<file path="src/rtl/uart_rx_fifo.sv">
// Receive-side byte FIFO behind the UART receiver. It captures one byte per rising edge of
// rx_send, can reverse the bit order, and presents bytes first-word fall-through over valid/ready.
module uart_rx_fifo #(
   parameter int unsigned DEPTH   = 16,
   parameter int unsigned AW      = $clog2(DEPTH),
   parameter bit          REVERSE = 1'b1
) (
   input  logic          clk,
   input  logic          rst_n,
   input  logic [7:0]    rx_data,
   input  logic          rx_send,
   output logic [7:0]    out_data,
   output logic          out_valid,
   input  logic          out_ready,
   output logic [AW:0]   count,
   output logic          full,
   output logic          empty,
   output logic          overflow,
   input  logic          clr_overflow
);

   logic [7:0]    mem_q [DEPTH];
   logic [AW-1:0] wr_ptr_q, wr_ptr_d;
   logic [AW-1:0] rd_ptr_q, rd_ptr_d;
   logic [AW:0]   count_q, count_d;
   logic          overflow_q, overflow_d;
   logic          send_q;

   logic          wr;
   logic          pop;
   logic          accept;
   logic          drop;
   logic [7:0]    wr_byte;

   // send_q resets high so a strobe already asserted at reset release is ignored
   always_ff @(posedge clk or negedge rst_n) begin
      if (!rst_n) begin
         send_q     <= 1'b1;
         wr_ptr_q   <= '0;
         rd_ptr_q   <= '0;
         count_q    <= '0;
         overflow_q <= 1'b0;
      end else begin
         send_q     <= rx_send;
         wr_ptr_q   <= wr_ptr_d;
         rd_ptr_q   <= rd_ptr_d;
         count_q    <= count_d;
         overflow_q <= overflow_d;
      end
   end

   always_ff @(posedge clk) begin
      if (accept) begin
         mem_q[wr_ptr_q] <= wr_byte;
      end
   end

   always_comb begin
      wr_byte = rx_data;
      if (REVERSE) begin
         for (int i = 0; i < 8; i++) begin
            wr_byte[i] = rx_data[7-i];
         end
      end
   end

   always_comb begin
      wr     = rx_send & ~send_q;
      pop    = out_valid & out_ready;
      // A pop in the same cycle frees the slot, so a full FIFO still accepts
      accept = wr & (~full | pop);
      drop   = wr & full & ~pop;
   end

   always_comb begin
      wr_ptr_d   = wr_ptr_q;
      rd_ptr_d   = rd_ptr_q;
      count_d    = count_q;
      overflow_d = overflow_q;

      if (accept) begin
         wr_ptr_d = wr_ptr_q + AW'(1);
      end
      if (pop) begin
         rd_ptr_d = rd_ptr_q + AW'(1);
      end

      case ({accept, pop})
         2'b10:   count_d = count_q + (AW+1)'(1);
         2'b01:   count_d = count_q - (AW+1)'(1);
         default: count_d = count_q;
      endcase

      // Set has priority over clear
      if (drop) begin
         overflow_d = 1'b1;
      end else if (clr_overflow) begin
         overflow_d = 1'b0;
      end
   end

   always_comb begin
      full      = (count_q == (AW+1)'(DEPTH));
      empty     = (count_q == '0);
      out_valid = ~empty;
      out_data  = mem_q[rd_ptr_q];
      count     = count_q;
      overflow  = overflow_q;
   end

endmodule
</file>
<file path="config.mk">
export PLATFORM = sky130hd
export DESIGN_NAME = uart_rx_fifo
export DESIGN_NICKNAME = d
export VERILOG_FILES = /design/src/rtl/uart_rx_fifo.sv
export SDC_FILE = /design/constraint.sdc
export NUM_CORES = 1
export LEC_CHECK = 0
export ABC_AREA = 1
export CAP_MARGIN = 20
export CORE_MARGIN = 5
export CORE_UTILIZATION = 55
export DETAILED_ROUTE_END_ITERATION = 12
export DONT_BUFFER_PORTS = 1
export PLACE_DENSITY = 0.68
export SLEW_MARGIN = 20
export SYNTH_ARGS = -nofsm -noshare
export SYNTH_HDL_FRONTEND = slang
export SYNTH_SLANG_ARGS = --single-unit
</file>
<file path="constraint.sdc">
create_clock -name clk -period 5.4 [get_ports clk]
set_input_delay 1.08 -clock clk [delete_from_list [all_inputs] [get_ports clk]]
set_output_delay 1.08 -clock clk [all_outputs]
set_load 0.01 [all_outputs]
</file>
==> results.md, run 1 <==
| Item | This run |
| --- | --- |
| Count of mapped cells out of synthesis | 493 |
| Post-layout power | 3.65 mW |
| Startpoint type of the worst setup path | register |
| Worst-path maximum fanout | 36 |
| RSZ-0062 raised after global routing | no |
| Status | complete, no violations |
| Quantity of hold-fixing buffers added after cts | 0 |
| Root buffer cell | clkbuf_8 |
| Number of clock sinks seen by CTS | 143 |
| DRC Markers | 0 |
| Sum of overflow across all layers after global routing | 0 |
| Area used by multi-input combinational logic | 1550 um2 |
| Detailed Place HPWL | 8090 um |
| EDFF count, synth | 128 |
| List of most frequent post-synthesis cells | 128 x edfxtp_1, 106 x nor2_1, 36 x o21ai_0 |
| Top-level I/O count | 30 |
| Fraction of registers with async set or reset after synthesis | 10.5% |
| Power per unit of standard cell area | 547 nW/um2 |
| Drt first pass iters | 5 |
| Post-route ant nets | 0 |
| Sequential cell area fraction in the yosys report | 70.1% |
| Detailed router's first-iteration violation count | 279 |
| Total number of yosys warnings | 0 |
| Layout overhead on the synthesized area | 10.9% |
| Count of pins over their slew limit | 0 |
| Largest vdd supply drop | 441 uV |
| Top-count cell post-synth | edfxtp_1 |
| Top flip-flop cell by instance count after synthesis | edfxtp_1 |
| Antenna diode count | 0 |
| Worst Path Arrival | 2380 ps |
| Timing-limited maximum frequency | 0.289 GHz |
| Largest area contributor in the synthesized netlist | edfxtp_1 |
| Worst Setup Path Type | reg2out |
| Final nets | 512 |
| Fin util | 61.8% |
| I/O Buffers | 0 |
| Floorplan Core Area | 10,800 um2 |
| Headroom to the max-slew limit | 36.3% |
| Number of antenna violations at the first check in global routing | 0 |
| Number of global-route vias before repair | 3,719 |
| Cell area after technology mapping | 6020 um2 |
| Global placement routability congestion | 0.803 |
| Final Setup Violations | 0 |
| All-layer global routing usage | 20.3% |
| Number of levels the H-tree was split into | 4 |
| Final Hold Violating Endpoints | 0 |
| CP Capture Type | output pin |
| Die Outline Area | 13,100 um2 |
| CTS Buf Count | 17 |
| Required time of the critical path | 4320 ps |
| Worst-margin pin slew | 953 ps |
| Area occupied by registers | 4220 um2 |
| Initial Util | 55.8% |
| Final worst path period share | 64.0% |
| Fraction of final layout cells with drive strength greater than 1 | 10.2% |
| Nets in the synthesized netlist | 515 |
| Portion of synthesized cell area occupied by the leading cell type | 63.9% |
| Post-detailed-route via-to-cell ratio | 5.77 |
| Cell variety after synth | 31 |
| Worst clock skew | 9.68 ps |
| Routed wirelength normalized by instance count | 19.5 um |
| Worst skew pair latency | 520 ps |
| Total number of vias | 3,703 |
| Chip width | 115 um |
| Height of the die | 115 um |
| Longest Clk Path Bufs | 2 |
| Largest net degree at the start of global routing | 71 |
| Number of gates resized after CTS | 0 |
| Fill cell count | 811 |
| Clk slew on worst S/H paths | 70 ps |
| Setup bufs post-CTS | 0 |
| Top post-synthesis cells by area | edfxtp_1 64%, nor2_1 6.6%, dfrtp_1 5.8% |
| Clock tree from TritonCTS | done |
| HP Class | in2async |
| Flip-flop and latch count after synthesis | 143 |
| Max capacitance violation total | 0 |
| Aggregate negative setup slack | 0 ps |
| Number of cell instances on the worst register-to-register path | 6 |
| Static Leak | 2.33 nW |
| Avg Inst Size Synth | 12.2 um2 |
| Register-to-Register Setup Slack | 3180 ps |
| # rows | 38 |
| Wire length reported by the detailed router | 12,500 um |
| Global-route wire length before repair | 19,800 um |
| Tmin final | 3460 ps |
[cell families (layout without fill, tap and decap cells)]
family,after synthesis,in the layout,share of synthesized area [%]
fa+ha+maj,9,9,2.00
xor+xnor,8,8,1.16
compound gates,107,107,10.2
buf+inv,52,61,4.18
flops,143,143,70.1
simple gates,174,174,12.3
[final cells by class]
class                   count  area share [%]
clock buffers              18            6.26
clock inverters            13            2.83
inverters                  28            1.61
multi-input cells         298            23.2
flip-flops and latches    143            63.3
well taps                 140            2.62
repair buffers              2           0.225
[state kept, by name (all words and copies together) (netlist names)]
name	cells
mem_q	128
overflow	1
send_q	1
count	5
wr_ptr_q	4
rd_ptr_q	4
[worst paths after layout]
path | start | endpoint
min | rst_n | wr_ptr_q[1]
max | rd_ptr_q[1] | out_data[7]
max reg2reg | count[3] | mem_q[2][0]
min in group clk | wr_ptr_q[2] | wr_ptr_q[2]
max in group asynchronous | rst_n | send_q
min reg2reg | wr_ptr_q[2] | wr_ptr_q[2]
[layer usage]
metal / global-route usage [%] / wire (um)
met1: 27.7 / 5270
met4: 5.86 / 150
met3: 6.29 / 1050
met5: 0 / 0
met2: 31.7 / 6060
[layout by cell type (no fill, tap or decap), drive strengths merged]
master	instances
fa	1
dfrtp	14
xnor2	1
nand3	26
ha	8
nand3b	1
edfxtp	128
o211ai	32
o22ai	1
dfstp	1
buf	2
bufinv	4
a21oi	6
inv	29
nand2	37
clkinv	4
xor2	7
clkinvlp	4
nand4	2
o21ai	68
clkbuf	18
nor2	108
[power by group]
part | internal, mW | switching [mW] | total, mW
Clock | 0.749 | 0.438 | 1.19
Sequential | 1.30 | 0.154 | 1.46
Combinational | 0.317 | 0.690 | 1.01
[stage by stage]
stage                     instances  worst slack (ps)  hold WS [ps]  instance area [um2]
final                           642              1940           246                 6680
after global routing            642              1710           222                 6680
after detailed placement        611              2110           545                 6070
after floorplan                 493              2910           502                 6020
after global placement          611              2160           544                 6070
after CTS                       642              1560           232                 6670
[critical path, cell delays in order (launching register included)]
cell and delay, ps:
dfrtp_2 770, buf_4 380, inv_2 130, nor2_1 110, o21ai_1 60, o211ai_1 100, nand3_1 90, nand2_1 200
(Power assumes the default switching activity.)
==> run 2: changes to the inputs <==
Settings changed: PLACE_DENSITY 0.68 to 0.71.
Clock period 5.4 ns to 3.1 ns, I/O delays scaled along.
==> results.md, run 2 (synthesis results as in run 1) <==
| Item | This run | Delta |
| --- | --- | --- |
| Status | complete, no violations | unchanged |
| Number of levels the H-tree was split into | 4 | unchanged |
| Top library cells by usage in the layout, fill and taps aside | 128 x edfxtp_1, 106 x nor2_1, 36 x o21ai_0 | unchanged |
| Fraction of final layout cells with drive strength greater than 1 | 10.8% | was 10.2% |
| Worst Setup Path Type | reg2out | unchanged |
| Global-route wire length before repair | 20,700 um | was 19,800 um |
| Sum of overflow across all layers after global routing | 0 | unchanged |
| # rows | 38 | unchanged |
| Initial Util | 55.8% | unchanged |
| Detailed Place HPWL | 7800 um | was 8090 um |
| Floorplan Core Area | 10,800 um2 | unchanged |
| CP Capture Type | output pin | unchanged |
| DRC Markers | 0 | unchanged |
| Static Leak | 2.35 nW | was 2.33 nW |
| Final Hold Violating Endpoints | 0 | unchanged |
| Number of clock sinks seen by CTS | 143 | unchanged |
| Detailed router's first-iteration violation count | 482 | was 279 |
| Die Outline Area | 13,100 um2 | unchanged |
| Hold_ws | 87.7 ps | was 246 ps |
| Worst-path maximum fanout | 70 | was 36 |
| Longest Clk Path Bufs | 2 | unchanged |
| Height of the die | 115 um | unchanged |
| Largest vdd supply drop | 486 uV | was 441 uV |
| Post-route ant nets | 0 | unchanged |
| Timing-limited maximum frequency | 0.347 GHz |  |
| Post-detailed-route via-to-cell ratio | 5.79 | was 5.77 |
| All-layer global routing usage | 21.3% | was 20.3% |
| HP Class | in2reg | was in2async |
| Global placement routability congestion | 0.808 | was 0.803 |
| Worst clock skew | 4.92 ps | was 9.68 ps |
| Layout overhead on the synthesized area | 11.3% | was 10.9% |
| Max capacitance violation total | 0 | unchanged |
| Worst skew pair latency | 520 ps | about the same |
| Count of pins over their slew limit | 0 | unchanged |
| Root buffer cell | clkbuf_8 | unchanged |
| Final worst path period share | 93.1% |  |
| Wire length reported by the detailed router | 12,800 um | was 12,500 um |
| Number of antenna violations at the first check in global routing | 0 | unchanged |
| Routed wirelength normalized by instance count | 19.7 um | was 19.5 um |
| Largest reg by FF count | mem_q | unchanged |
| Fin util | 62.1% | was 61.8% |
| CTS Buf Count | 17 | unchanged |
| Clock tree from TritonCTS | done | unchanged |
| Max FFs per register | 128 | unchanged |
| Count of non-filler cells in the finished layout | 651 | was 642 |
| Largest net degree at the start of global routing | 71 | unchanged |
| Power per unit of standard cell area | 938 nW/um2 | was 547 nW/um2 |
| Chip width | 115 um | unchanged |
| Most common library cell in the layout ignoring fill and taps | edfxtp_1 | unchanged |
| Final Setup Violations | 0 | unchanged |
| Required time of the critical path | 2480 ps | was 4320 ps |
| Worst-margin pin slew | 941 ps | was 953 ps |
| Final nets | 520 | was 512 |
| Clk slew on worst S/H paths | 60 ps | was 70 ps |
| Aggregate negative setup slack | 0 ps | unchanged |
| RSZ-0062 raised after global routing | no | unchanged |
| Headroom to the max-slew limit | 37.0% | was 36.3% |
| I/O Buffers | 0 | unchanged |
| Number of placed cells counting well taps | 618 | was 611 |
| Number of global-route vias before repair | 3,812 | was 3,719 |
| Top-level I/O count | 30 | unchanged |
| Antenna diode count | 0 | unchanged |
| Setup bufs post-CTS | 0 | unchanged |
| Total number of vias | 3,768 | was 3,703 |
| Startpoint type of the worst setup path | register | unchanged |
| Worst Path Arrival | 2270 ps | was 2380 ps |
| Drt first pass iters | 5 | unchanged |
| Tmin final | 2890 ps |  |
==> run 2: final timing paths <==
path                             start          end  slack, ps  cells past startpoint
min reg2reg                wr_ptr_q[2]  wr_ptr_q[2]        540                      1
max reg2reg                   count[2]  mem_q[8][3]        910                      6
max in group asynchronous        rst_n  rd_ptr_q[0]       2040                      1
max                        rd_ptr_q[0]  out_data[7]        210                      5
min                            rx_send       send_q         90                      0
min in group asynchronous        rst_n  wr_ptr_q[0]        580                      1
==> run 2: layout make-up <==
| type | count | area [um2] |
|---|---|---|
| clock buffer | 19 | 422 |
| clock inverter | 13 | 146 |
| fill | 786 | 4100 |
| inverter | 28 | 108 |
| multi-input combinational | 298 | 1550 |
| sequential | 143 | 4220 |
| tap | 140 | 175 |
| timing repair buffer | 10 | 77.6 |
==> run 2: metrics by stage <==
stage / setup WS (ps) / total power, mW / area (um2)
4_1_cts: 218 / 6.30 / 6700
6_report: 214 / 6.28 / 6700
3_3_place_gp: 756 / 4.30 / 6120
5_1_grt: 41.1 / 6.66 / 6700
3_5_place_dp: 747 / 4.36 / 6120
2_1_floorplan: 1070 / 3.95 / 6020
==> run 2: report_power, final <==
group          total [mW]  internal [mW]  switching [mW]
registers            2.46           2.27           0.182
clock network        1.95           1.21           0.736
logic                1.88          0.573            1.31
==> run 2: worst max-delay path, cell delays in order (launching register included) <==
cell and delay [ps]:
dfrtp_2 380, buf_4 550, o21ai_0 200, o211ai_1 230
nand3_1 180, nand2_1 170
==> run 2: repair_timing <==
action,4_1_cts,5_1_grt
gates resized for setup,0,0
hold endpoints to repair,15,0
hold buffers,1,0
==> run 2: per-layer routing <==
layer,global-route usage [%],vias to the layer above,part of all wire [%],wire length [um]
met3,6.71,23,9.3,1200
met4,7.13,0,2.1,272
li1,-,1763,-,-
met1,28.4,1812,41,5250
met5,0,-,0,0
met2,33.5,170,48,6130
